<file path="src/rtl/calc_entry_ctrl.sv">
// Keypad operand-entry controller: builds two BCD operands and an op code from key codes and
// strobes calc_go on '='. Optional idle auto-clear is enabled with CALC_IDLE_CLR_EN.
//
// state | meaning
// S_A   | typing operand A
// S_B   | operator chosen, typing operand B
// S_RES | calc_go issued, operands held for the arithmetic stage
module calc_entry_ctrl #(
  parameter int DIGITS      = 3,
  parameter int IDLE_CYCLES = 1000
) (
  input  logic                  clk,
  input  logic                  rst_n,
  input  logic                  key_valid,
  input  logic [3:0]            key_code,
  output logic                  key_ready,
  output logic [3:0]            op_sign,
  output logic [4*DIGITS-1:0]   op_a,
  output logic [4*DIGITS-1:0]   op_b,
  output logic                  calc_go,
  output logic [4*DIGITS-1:0]   disp_bcd,
  output logic                  entry_full,
  output logic [1:0]            state
);

  localparam int W  = 4 * DIGITS;
  localparam int CW = $clog2(DIGITS + 1);

  localparam logic [3:0] K_ADD = 4'hA;
  localparam logic [3:0] K_SUB = 4'hB;
  localparam logic [3:0] K_EQ  = 4'hC;
  localparam logic [3:0] K_BS  = 4'hD;
  localparam logic [3:0] K_CLR = 4'hE;

  localparam logic [3:0] SIGN_ADD = 4'd10;
  localparam logic [3:0] SIGN_SUB = 4'd0;

  typedef enum logic [1:0] {
    S_A   = 2'b00,
    S_B   = 2'b01,
    S_RES = 2'b10
  } state_t;

  state_t          st_q, st_d;
  logic [W-1:0]    a_d, b_d;
  logic [3:0]      sign_d;
  logic [CW-1:0]   cnt_a, cnt_b, cnt_a_d, cnt_b_d;
  logic            go_d;
  logic            key_acc;
  logic            is_digit;
  logic            clr;
  logic            idle_tc;

  assign key_ready = ~calc_go;
  assign key_acc   = key_valid & key_ready;
  assign is_digit  = (key_code <= 4'd9);
  assign state     = st_q;

  assign disp_bcd   = (st_q == S_A) ? op_a : op_b;
  assign entry_full = (st_q == S_A) ? (cnt_a == CW'(DIGITS)) : (cnt_b == CW'(DIGITS));

`ifdef CALC_IDLE_CLR_EN
  localparam int IW = $clog2(IDLE_CYCLES + 1);

  logic [IW-1:0] idle_cnt;

  // Down-counter reloads on activity; terminal count means IDLE_CYCLES idle cycles have passed.
  assign idle_tc = (idle_cnt == '0) && !key_acc && (st_q != S_RES);

  always_ff @(posedge clk or negedge rst_n) begin
    if (!rst_n) begin
      idle_cnt <= IW'(IDLE_CYCLES - 1);
    end else if (key_acc || (st_q == S_RES) || idle_tc) begin
      idle_cnt <= IW'(IDLE_CYCLES - 1);
    end else begin
      idle_cnt <= idle_cnt - IW'(1);
    end
  end
`else
  assign idle_tc = 1'b0;
`endif

  always_comb begin
    st_d    = st_q;
    a_d     = op_a;
    b_d     = op_b;
    sign_d  = op_sign;
    cnt_a_d = cnt_a;
    cnt_b_d = cnt_b;
    go_d    = 1'b0;
    clr     = idle_tc;

    if (key_acc) begin
      if (key_code == K_CLR) begin
        clr = 1'b1;
      end else begin
        unique case (st_q)
          S_A: begin
            if (is_digit) begin
              if (cnt_a != CW'(DIGITS)) begin
                a_d     = W'({op_a, key_code});
                cnt_a_d = cnt_a + CW'(1);
              end
            end else if (key_code == K_BS) begin
              if (cnt_a != '0) begin
                a_d     = op_a >> 4;
                cnt_a_d = cnt_a - CW'(1);
              end
            end else if (key_code == K_ADD || key_code == K_SUB) begin
              sign_d  = (key_code == K_ADD) ? SIGN_ADD : SIGN_SUB;
              b_d     = '0;
              cnt_b_d = '0;
              st_d    = S_B;
            end
          end
          S_B: begin
            if (is_digit) begin
              if (cnt_b != CW'(DIGITS)) begin
                b_d     = W'({op_b, key_code});
                cnt_b_d = cnt_b + CW'(1);
              end
            end else if (key_code == K_BS) begin
              if (cnt_b != '0) begin
                b_d     = op_b >> 4;
                cnt_b_d = cnt_b - CW'(1);
              end
            end else if (key_code == K_ADD || key_code == K_SUB) begin
              sign_d = (key_code == K_ADD) ? SIGN_ADD : SIGN_SUB;
            end else if (key_code == K_EQ) begin
              go_d = 1'b1;
              st_d = S_RES;
            end
          end
          S_RES: begin
            // A fresh digit after a result starts a new calculation.
            if (is_digit) begin
              a_d     = W'(key_code);
              cnt_a_d = CW'(1);
              b_d     = '0;
              cnt_b_d = '0;
              st_d    = S_A;
            end else if (key_code == K_EQ) begin
              go_d = 1'b1;
            end
          end
          default: st_d = S_A;
        endcase
      end
    end

    if (clr) begin
      st_d    = S_A;
      a_d     = '0;
      b_d     = '0;
      sign_d  = SIGN_SUB;
      cnt_a_d = '0;
      cnt_b_d = '0;
      go_d    = 1'b0;
    end
  end

  always_ff @(posedge clk or negedge rst_n) begin
    if (!rst_n) begin
      st_q    <= S_A;
      op_a    <= '0;
      op_b    <= '0;
      op_sign <= SIGN_SUB;
      cnt_a   <= '0;
      cnt_b   <= '0;
      calc_go <= 1'b0;
    end else begin
      st_q    <= st_d;
      op_a    <= a_d;
      op_b    <= b_d;
      op_sign <= sign_d;
      cnt_a   <= cnt_a_d;
      cnt_b   <= cnt_b_d;
      calc_go <= go_d;
    end
  end

endmodule

</file>
<file path="config.mk">
export PLATFORM = sky130hd
export DESIGN_NAME = calc_entry_ctrl
export DESIGN_NICKNAME = d
export VERILOG_FILES = /design/src/rtl/calc_entry_ctrl.sv
export SDC_FILE = /design/constraint.sdc
export NUM_CORES = 1
export LEC_CHECK = 0
export BUFFER_PORTS_ARGS = -buffer_cell sky130_fd_sc_hd__buf_4
export CELL_PAD_IN_SITES_DETAIL_PLACEMENT = 1
export CELL_PAD_IN_SITES_GLOBAL_PLACEMENT = 1
export CORE_UTILIZATION = 40
export CTS_CLUSTER_SIZE = 10
export DETAILED_ROUTE_END_ITERATION = 12
export MAX_ROUTING_LAYER = met4
export PLACE_DENSITY_LB_ADDON = 0.1
export REMOVE_ABC_BUFFERS = 1
export SYNTH_ARGS = -nofsm -noshare
export SYNTH_HDL_FRONTEND = slang
export SYNTH_SLANG_ARGS = --single-unit
</file>
<file path="constraint.sdc">
create_clock -name clk -period 2.9 [get_ports clk]
set_clock_uncertainty 0.2 [all_clocks]
set_input_delay 0.29 -clock clk [delete_from_list [all_inputs] [get_ports clk]]
set_output_delay 0.29 -clock clk [all_outputs]
set_load 0.03 [all_outputs]
</file>
==> results of run 1 <==
-- Yosys cell counts (all sizes together) (2+ instances only) --
cell / count / area share (%)
dfrtp: 32 / 38
nand2: 32 / 5.8
mux2: 20 / 12
nor2: 17 / 3.4
a21oi: 16 / 3.8
buf: 14 / 4.4
o21ai: 10 / 2.9
o31ai: 10 / 4.4
nor3: 7 / 2.4
mux2i: 6 / 2.8
inv: 4 / 0.71
nor3b: 4 / 2.0
a32o: 3 / 1.4
and3: 3 / 0.89
clkbuf: 3 / 0.53
ha: 3 / 1.8
nand3: 3 / 0.71
nor2b: 3 / 0.89
nand2b: 2 / 0.59
nand4b: 2 / 1.1
o21bai: 2 / 0.71
o41ai: 2 / 0.83
or3: 2 / 0.59
-- flip-flops by register name (all words and copies together), names as in the netlist --
name     count
op_b        12
cnt_a        2
calc_go      1
op_a        12
op_sign      1
state        2
cnt_b        2
-- critical path, delay by kind of cell, from the launching register on --
family / cells / cell delay [ns]
buf+inv: 1 / 0.08
mux: 1 / 0.35
flops: 1 / 0.40
simple gates: 4 / 1.04
fa+ha+maj: 1 / 0.31
-- cell type report --
| cell class | instances | area, um2 | share of cell area [%] |
|---|---|---|---|
| sequential | 32 | 801 | 30.6 |
| clock inverter | 2 | 35.0 | 1.34 |
| inverter | 4 | 15.0 | 0.573 |
| tap | 70 | 87.6 | 3.34 |
| multi-input combinational | 166 | 1190 | 45.5 |
| clock buffer | 6 | 72.6 | 2.77 |
| timing repair buffer | 55 | 415 | 15.9 |
-- cells by family after synthesis --
family / Yosys count / share of synthesized area [%]
AO/OA/AOI/OAI: 53 / 18.4
XOR/XNOR: 1 / 0.415
adder cells (fa/ha/maj): 3 / 1.78
buffers and inverters: 21 / 5.69
flip-flops: 32 / 38.0
multiplexers: 26 / 14.9
other: 1 / 0.178
AND/OR/NAND/NOR: 81 / 20.6
-- metal layers --
layer | track usage [%] | share of wire (%)
met3 | 3.61 | 3.5
met2 | 39.2 | 49
met5 | - | 0
met4 | 6.29 | 1.1
met1 | 30.2 | 46
-- power by group through the flow --
stage	clock, W	combinational [W]	sequential (W)
2_1_floorplan	0	0.000860	0.000972
3_3_place_gp	0	0.00163	0.000784
3_5_place_dp	0	0.00165	0.000789
4_1_cts	0.000435	0.00165	0.000781
5_1_grt	0.000450	0.00177	0.000804
6_report	0.000427	0.00164	0.000779
-- timing repair --
item	in CTS	in global routing
setup endpoints to repair	0	0
hold buffers	1	0
hold endpoints to repair	32	0
-- stage by stage --
step | setup slack [ns] | instances | utilization (%) | instance area (um2)
final | 0.419 | 335 | 51.3 | 2620
after global routing | 0.268 | 335 | 51.3 | 2620
after CTS | 0.395 | 335 | 51.3 | 2620
after detailed placement | 0.450 | 326 | 49.0 | 2500
after global placement | 0.459 | 326 | 49.0 | 2500
after floorplan | -0.181 | 202 | - | 2010
-- worst max-delay path by stage --
| stage | from | to | slack [ns] | cells past startpoint |
|---|---|---|---|---|
| after global routing | state[0] | op_b[9] | 0.27 | 7 |
| after floorplan | state[0] | cnt_a[1] | -0.18 | 7 |
| final | state[1] | op_b[5] | 0.42 | 7 |
| after detailed placement | state[1] | op_b[5] | 0.45 | 7 |
| after global placement | state[1] | op_b[7] | 0.46 | 7 |
| after CTS | state[1] | op_b[5] | 0.39 | 7 |
==> flow_summary_export.csv, run 1 <==
group,metric,value,unit
die,die_w,74.6,um
layout,final_common_cell,"buf_4",
worst_setup_path,worstPathCellList,"inv_1 -> ha_1 -> nor2_1 -> nor3_1 -> nor3_2 -> nor3_4 -> mux2_4",
logic_synthesis,seq_area_frac_synth,38.0,%
worst_setup_path,max_stage_delay,0.53,ns
power_and_ir_drop,pwr-share-seq,27.4,%
routing,wl_per_cell,17.3,um
die,coreArea,5110,um2
grt,grt_pass1_wl,9470,um
sta,tns,0,ns
power_and_ir_drop,combPwrFrac,57.6,%
die,die_h,74.6,um
sta,slew_headroom,56.2,%
worst_setup_path,worst-path-max-fanout,8,
sta,min_period,2.48,ns
worst_setup_path,r2r-start,"state[1]",
die,io_pins,52,
worst_setup_path,cp_slowest_cell,"nor3_4",
worst_setup_path,r2r_cells,7,
logic_synthesis,synthCells,218,
grt,grt_max_degree,33,
clocking,clockBufferDepth,2,
layout,syn_to_final_growth,24.1,%
sta,period_share,85.5,%
sta,hold_viol_final,0,
logic_synthesis,ys.warnings.count,0,
clocking,cts_setup_buffers,0,
die,initial_core_util,41.3,%
clocking,root_buffer,"clkbuf_8",
run,max_cap_viol_count,0,
clocking,cts_tree,"yes",
clocking,numCtsBuffers,5,
clocking,clock_sinks,32,
worst_setup_path,path_class,"reg -> reg",
die,dieArea,5570,um2
logic_synthesis,synthFlopType,"dfrtp_1",
logic_synthesis,ys_types,55,
routing,viasPerCell,5.54,
sta,drv_slew,0,
layout,diodes,0,
place,dp_hpwl,4200,um
clocking,clk_latency,0.29,ns
sta,max_freq,403,MHz
outcome,outcome,"finished clean",
logic_synthesis,async_flop_share,100,%
grt,grt_use_total,23.7,%
grt,antenna_found_initial,0,
power_and_ir_drop,p_int,0.00150,W
power_and_ir_drop,powerDensity,1090,nW/um2
power_and_ir_drop,p_leak,1.22,nW
layout,fillers,607,
routing,drt_iter0_drc,68,
routing,dr.pass1.iters,4,
routing,vias,1857,
worst_setup_path,r2r_end,"op_b[5]",
worst_hold_path,hold_end,"op_sign[1]",
power_and_ir_drop,netSwitchingPower,0.00135,W
clocking,clkTransAtPathRegs,0.07,ns
place,gp_congestion,0.807,
worst_setup_path,required,2.87,ns
sta,setup_viol,0,
power_and_ir_drop,finalPower,0.00285,W
routing,drc_errors,0,
clocking,cts_htree_levels,2,
die,placementRows,26,
grt,grt.overflow.total,0,
worst_setup_path,r2r_setup_slack,0.42,ns
clocking,cts_resized,0,
power_and_ir_drop,clockPowerShare,15.0,%
worst_setup_path,crit_path_start_kind,"flip-flop",
power_and_ir_drop,vdd_drop_max,0.000407,V
layout,final_cell_mix,"buf_4, dfrtp_1, nand2_1",
worst_setup_path,cp_data_arrival_time,2.45,ns
logic_synthesis,synth_edf_count,0,
routing,drt-total-wl,5810,um
power_and_ir_drop,swShare,47.4,%
sta,whs,0.131,ns
routing,drtAntennaViolNets,0,
worst_setup_path,worstSetupEndpointType,"flip-flop",
logic_synthesis,avgSynthCellArea,9.68,um2
place,io_buffers,49,
worst_hold_path,holdPathStages,2,
layout,drive_gt1_share,34.3,%
sta,rsz0062_at_grt,"false",
sta,worstMarginPinSlew,0.656,ns
logic_synthesis,ys_seq_elements,32,
grt,grt_pass1_vias,1883,
worst_hold_path,hp-start,"key_code[2]",
layout,nets,274,
worst_hold_path,hp-class,"in -> reg",
logic_synthesis,synthesis.area,2110,um2
(Power assumes the default switching activity.)
==> run 2: changes to the inputs <==
SETUP_SLACK_MARGIN = 0.5   (was default)
==> flow_summary_export.csv, run 2 (synthesis results as in run 1) <==
group,metric,value,unit
clocking,cts_htree_levels,2,
sta,setup_ws,0.591,ns
grt,grt_use_total,23.7,%
routing,wl_per_cell,18.0,um
worst_setup_path,required,2.92,ns
worst_hold_path,hp-class,"in -> reg",
place,io_buffers,49,
layout,drive_gt1_share,39.0,%
worst_setup_path,worst-path-max-fanout,11,
place,gp_congestion,0.807,
clocking,clock_sinks,32,
die,coreArea,5110,um2
sta,rsz0062_at_grt,"true",
clocking,clockBufferDepth,2,
worst_setup_path,crit_path_start_kind,"flip-flop",
power_and_ir_drop,powerDensity,1090,nW/um2
outcome,outcome,"finished clean",
power_and_ir_drop,vdd_drop_max,0.000415,V
sta,min_period,2.31,ns
routing,drt-total-wl,6160,um
power_and_ir_drop,finalPower,0.00299,W
clocking,clk_latency,0.28,ns
layout,syn_to_final_growth,29.9,%
die,io_pins,52,
sta,period_share,79.6,%
worst_setup_path,path_class,"reg -> reg",
place,pre_cts_ws,0.450,ns
sta,worstMarginPinSlew,0.660,ns
clocking,root_buffer,"clkbuf_8",
sta,setup_viol,0,
routing,viasPerCell,5.58,
worst_setup_path,cp_data_arrival_time,2.33,ns
clocking,cts_tree,"yes",
clocking,numCtsBuffers,5,
sta,hold_viol_final,0,
power_and_ir_drop,p_leak,1.26,nW
sta,max_freq,433,MHz
routing,vias,1909,
layout,diodes,0,
grt,grt.overflow.total,0,
die,placementRows,26,
grt,grt_max_degree,33,
worst_setup_path,worstSetupEndpointType,"flip-flop",
layout,reg_top3,"op_a (12), op_b (12)",
grt,grt_pass1_wl,9490,um
layout,fillers,600,
die,dieArea,5570,um2
clocking,clkTransAtPathRegs,0.07,ns
die,die_w,74.6,um
layout,nets,281,
routing,drtAntennaViolNets,0,
run,max_cap_viol_count,0,
die,initial_core_util,41.3,%
sta,drv_slew,0,
routing,drc_errors,0,
sta,slew_headroom,55.9,%
place,dp_hpwl,4200,um
grt,grt_pass1_vias,1886,
grt,antenna_found_initial,0,
routing,dr.pass1.iters,4,
layout,postLayoutCoreUtil,53.7,%
routing,drt_iter0_drc,68,
sta,tns,0,ns
layout,final_common_cell,"buf_4",
die,die_h,74.6,um
layout,final_cell_mix,"buf_4, nand2_1, dfrtp_1",
==> run 2: changes by cell type in the layout (fill, tap and decap cells not counted), moves of 2 or more <==
cell | previous run | this run
ha_1 | 3 | 1
ha_4 | 0 | 2
buf_4 | 54 | 58
buf_6 | 0 | 3
==> run 2: critical path, cell delays in order, from the launching register on <==
cell and delay (ns):
dfrtp_1 0.39, inv_2 0.09, ha_4 0.19, buf_6 0.15
and3_4 0.15, a221oi_2 0.31, o31ai_4 0.16, or4b_1 0.55
nand2_1 0.07
==> run 2: layout make-up <==
type	instances	area [um2]	area share, %
multi-input cells	166	1250	45.6
flip-flops and latches	32	802	29.3
repair buffers	62	479	17.5
well taps	70	87.6	3.20
clock buffers	6	72.6	2.65
clock inverters	2	35.0	1.28
inverters	4	15.0	0.548
==> run 2: worst paths after layout <==
check	start	cells after the start	slack [ns]	endpoint
hold / removal	key_code[2]	2	0.14	op_sign[1]
setup / recovery	state[0]	8	0.59	cnt_a[1]
min in group asynchronous	rst_n	2	0.30	op_a[6]
hold reg to reg	op_a[10]	2	0.35	op_a[10]
max in group asynchronous	rst_n	2	1.86	state[1]
setup reg to reg	state[0]	8	0.59	cnt_a[1]
==> run 2: per-stage QoR <==
stage / std cells / hold slack (ns) / area, um2
floorplan: 202 / -0.206 / 2010
global placement: 326 / 0.0604 / 2500
detailed placement: 326 / 0.0620 / 2500
CTS: 337 / 0.131 / 2640
global route: 342 / 0.147 / 2740
finish: 342 / 0.137 / 2740
==> run 2: power breakdown <==
part / switching [W] / internal [W]
combinational: 0.00104 / 0.000747
sequential: 0.000192 / 0.000591
clock: 0.000167 / 0.000255
total: 0.00140 / 0.00159
==> run 2: per-layer routing <==
| layer | share of wire, % | GRT usage (%) | vias up |
|---|---|---|---|
| li1 | - | - | 895 |
| met1 | 45 | 30.2 | 961 |
| met2 | 51 | 39.2 | 47 |
| met3 | 3.2 | 3.61 | 6 |
| met4 | 0.80 | 6.29 | 0 |
| met5 | 0 | - | - |
==> run 2: timing repair <==
action,in CTS,in global routing
resized for setup,2,16
pin swaps,1,2
endpoints found under the hold margin,32,0
hold buffers,1,0
buffers inserted,2,3
cloned,0,2
setup endpoints to repair,13,18
==> run 3: changes to the inputs <==
clock period = 2.35 ns   (was 2.9 ns; I/O delays follow)
==> flow_summary_export.csv, run 3 (synthesis results as in run 1) <==
group,metric,value,unit
clocking,numCtsBuffers,5,
grt,antenna_found_initial,0,
routing,wl_met1,3210,um
layout,reg_top3,"op_a (12), op_b (12)",
power_and_ir_drop,p_leak,1.43,nW
die,die_h,74.6,um
clocking,clock_sinks,32,
clocking,clkTransAtPathRegs,0.08,ns
routing,drc_errors,0,
sta,worstMarginPinSlew,0.506,ns
power_and_ir_drop,powerDensity,1420,nW/um2
routing,wl_met3,298,um
die,initial_core_util,41.3,%
layout,nets,298,
die,coreArea,5110,um2
place,io_buffers,49,
die,io_pins,52,
grt,grt_use_total,26.8,%
die,die_w,74.6,um
sta,slew_headroom,66.0,%
routing,drt_iter0_drc,94,
worst_setup_path,cp_slowest_cell,"dfrtp_1",
worst_setup_path,worst-path-max-fanout,7,
grt,grt_max_degree,33,
power_and_ir_drop,netSwitchingPower,0.00202,W
layout,final_common_cell,"buf_4",
routing,wl_met2,3990,um
sta,setup_viol,0,
routing,drtAntennaViolNets,0,
run,max_cap_viol_count,0,
worst_setup_path,cp_data_arrival_time,2.25,ns
routing,drt-total-wl,7720,um
clocking,cts_tree,"yes",
sta,tns,0,ns
place,dpl_cell_area,2590,um2
power_and_ir_drop,pwr-share-seq,22.2,%
power_and_ir_drop,swShare,45.5,%
clocking,clk_latency,0.31,ns
die,dieArea,5570,um2
layout,syn_to_final_growth,47.6,%
outcome,outcome,"finished clean",
sta,max_freq,440,MHz
layout,fin_area,3110,um2
power_and_ir_drop,clockPowerShare,14.0,%
clocking,cts_htree_levels,2,
layout,final_cell_mix,"buf_4, dfrtp_1, nand2_1",
worst_hold_path,hp-class,"in -> reg",
layout,drive_gt1_share,46.0,%
routing,wl_per_cell,21.5,um
clocking,root_buffer,"clkbuf_8",
worst_setup_path,max_stage_delay,0.40,ns
routing,dr.pass1.iters,4,
sta,drv_slew,0,
power_and_ir_drop,combPwrFrac,63.8,%
worst_setup_path,required,2.33,ns
sta,rsz0062_at_grt,"true",
grt,grt_pass1_vias,2021,
worst_setup_path,worstPathCellList,"inv_2 -> ha_4 -> nor3_1 -> a31o_1 -> o31a_1 -> buf_6 -> nand2_1 -> a211o_1",
worst_setup_path,path_class,"reg -> reg",
power_and_ir_drop,p_int,0.00241,W
sta,whs,0.0634,ns
worst_setup_path,crit_path_start_kind,"flip-flop",
die,placementRows,26,
grt,grt.overflow.total,0,
sta,period_share,96.7,%
grt,grt_pass1_wl,10600,um
sta,min_period,2.27,ns
routing,top_layer_used,"met4",
place,dp_hpwl,4490,um
sta,hold_viol_final,0,
routing,vias,2045,
power_and_ir_drop,vdd_drop_max,0.000622,V
layout,diodes,0,
clocking,clockBufferDepth,2,
worst_setup_path,worstSetupEndpointType,"flip-flop",
place,gp_congestion,0.844,
routing,viasPerCell,5.70,
-- run 3: per-stage QoR --
stage	cells	utilization (%)	total power [W]	worst slack, ns
final	359	61.0	0.00443	0.0783
after global placement	336	50.7	0.00306	0.0704
after detailed placement	336	50.7	0.00310	-0.0193
after floorplan	202	-	0.00226	-0.731
after global routing	359	61.0	0.00463	-0.00630
after CTS	350	55.4	0.00386	0.203
-- run 3: critical path, delay by kind of cell (launching register included) --
family	cells	cell delay [ns]
AO/OA/AOI/OAI	3	0.81
flip-flops	1	0.40
AND/OR/NAND/NOR	2	0.30
buffers and inverters	2	0.25
adder cells (fa/ha/maj)	1	0.20
-- run 3: what timing repair did --
item	CTS	global route
hold buffers	1	0
buffers inserted	5	7
pin swaps	4	9
cloned	0	2
endpoints found under the hold margin	32	0
endpoints found under the setup margin	43	43
gates resized for setup	14	47
-- run 3: layout make-up --
cell class              instances  area, um2
fillers                       562       1990
multi-input cells             166       1360
flip-flops and latches         32        801
repair buffers                 79        724
clock buffers                   7       96.3
well taps                      70       87.6
clock inverters                 1       30.0
inverters                       4       15.0
-- run 3: worst paths after layout --
kind | startpoint | endpoint | slack [ns] | depth (start not counted)
min reg2reg | op_a[9] | op_a[9] | 0.35 | 2
max | state[0] | cnt_b[0] | 0.08 | 8
max in group asynchronous | rst_n | op_b[7] | 1.40 | 2
min | key_code[2] | op_sign[1] | 0.06 | 2
min in group asynchronous | rst_n | op_a[2] | 0.23 | 2
max reg2reg | state[0] | cnt_b[0] | 0.08 | 8
-- run 3: routing by layer --
metal / GRT usage (%) / vias up
met3: 4.28 / 19
met2: 45.0 / 73
met1: 31.6 / 1030
met4: 11.9 / 0
li1: - / 923
met5: - / -
-- run 3: power groups by stage --
| stage | logic, W | clock network [W] | registers [W] |
|---|---|---|---|
| 3_5_place_dp | 0.00213 | 0 | 0.000970 |
| 6_report | 0.00283 | 0.000622 | 0.000983 |
| 5_1_grt | 0.00298 | 0.000642 | 0.00101 |
| 2_1_floorplan | 0.00106 | 0 | 0.00120 |
| 3_3_place_gp | 0.00209 | 0 | 0.000967 |
| 4_1_cts | 0.00229 | 0.000618 | 0.000960 |
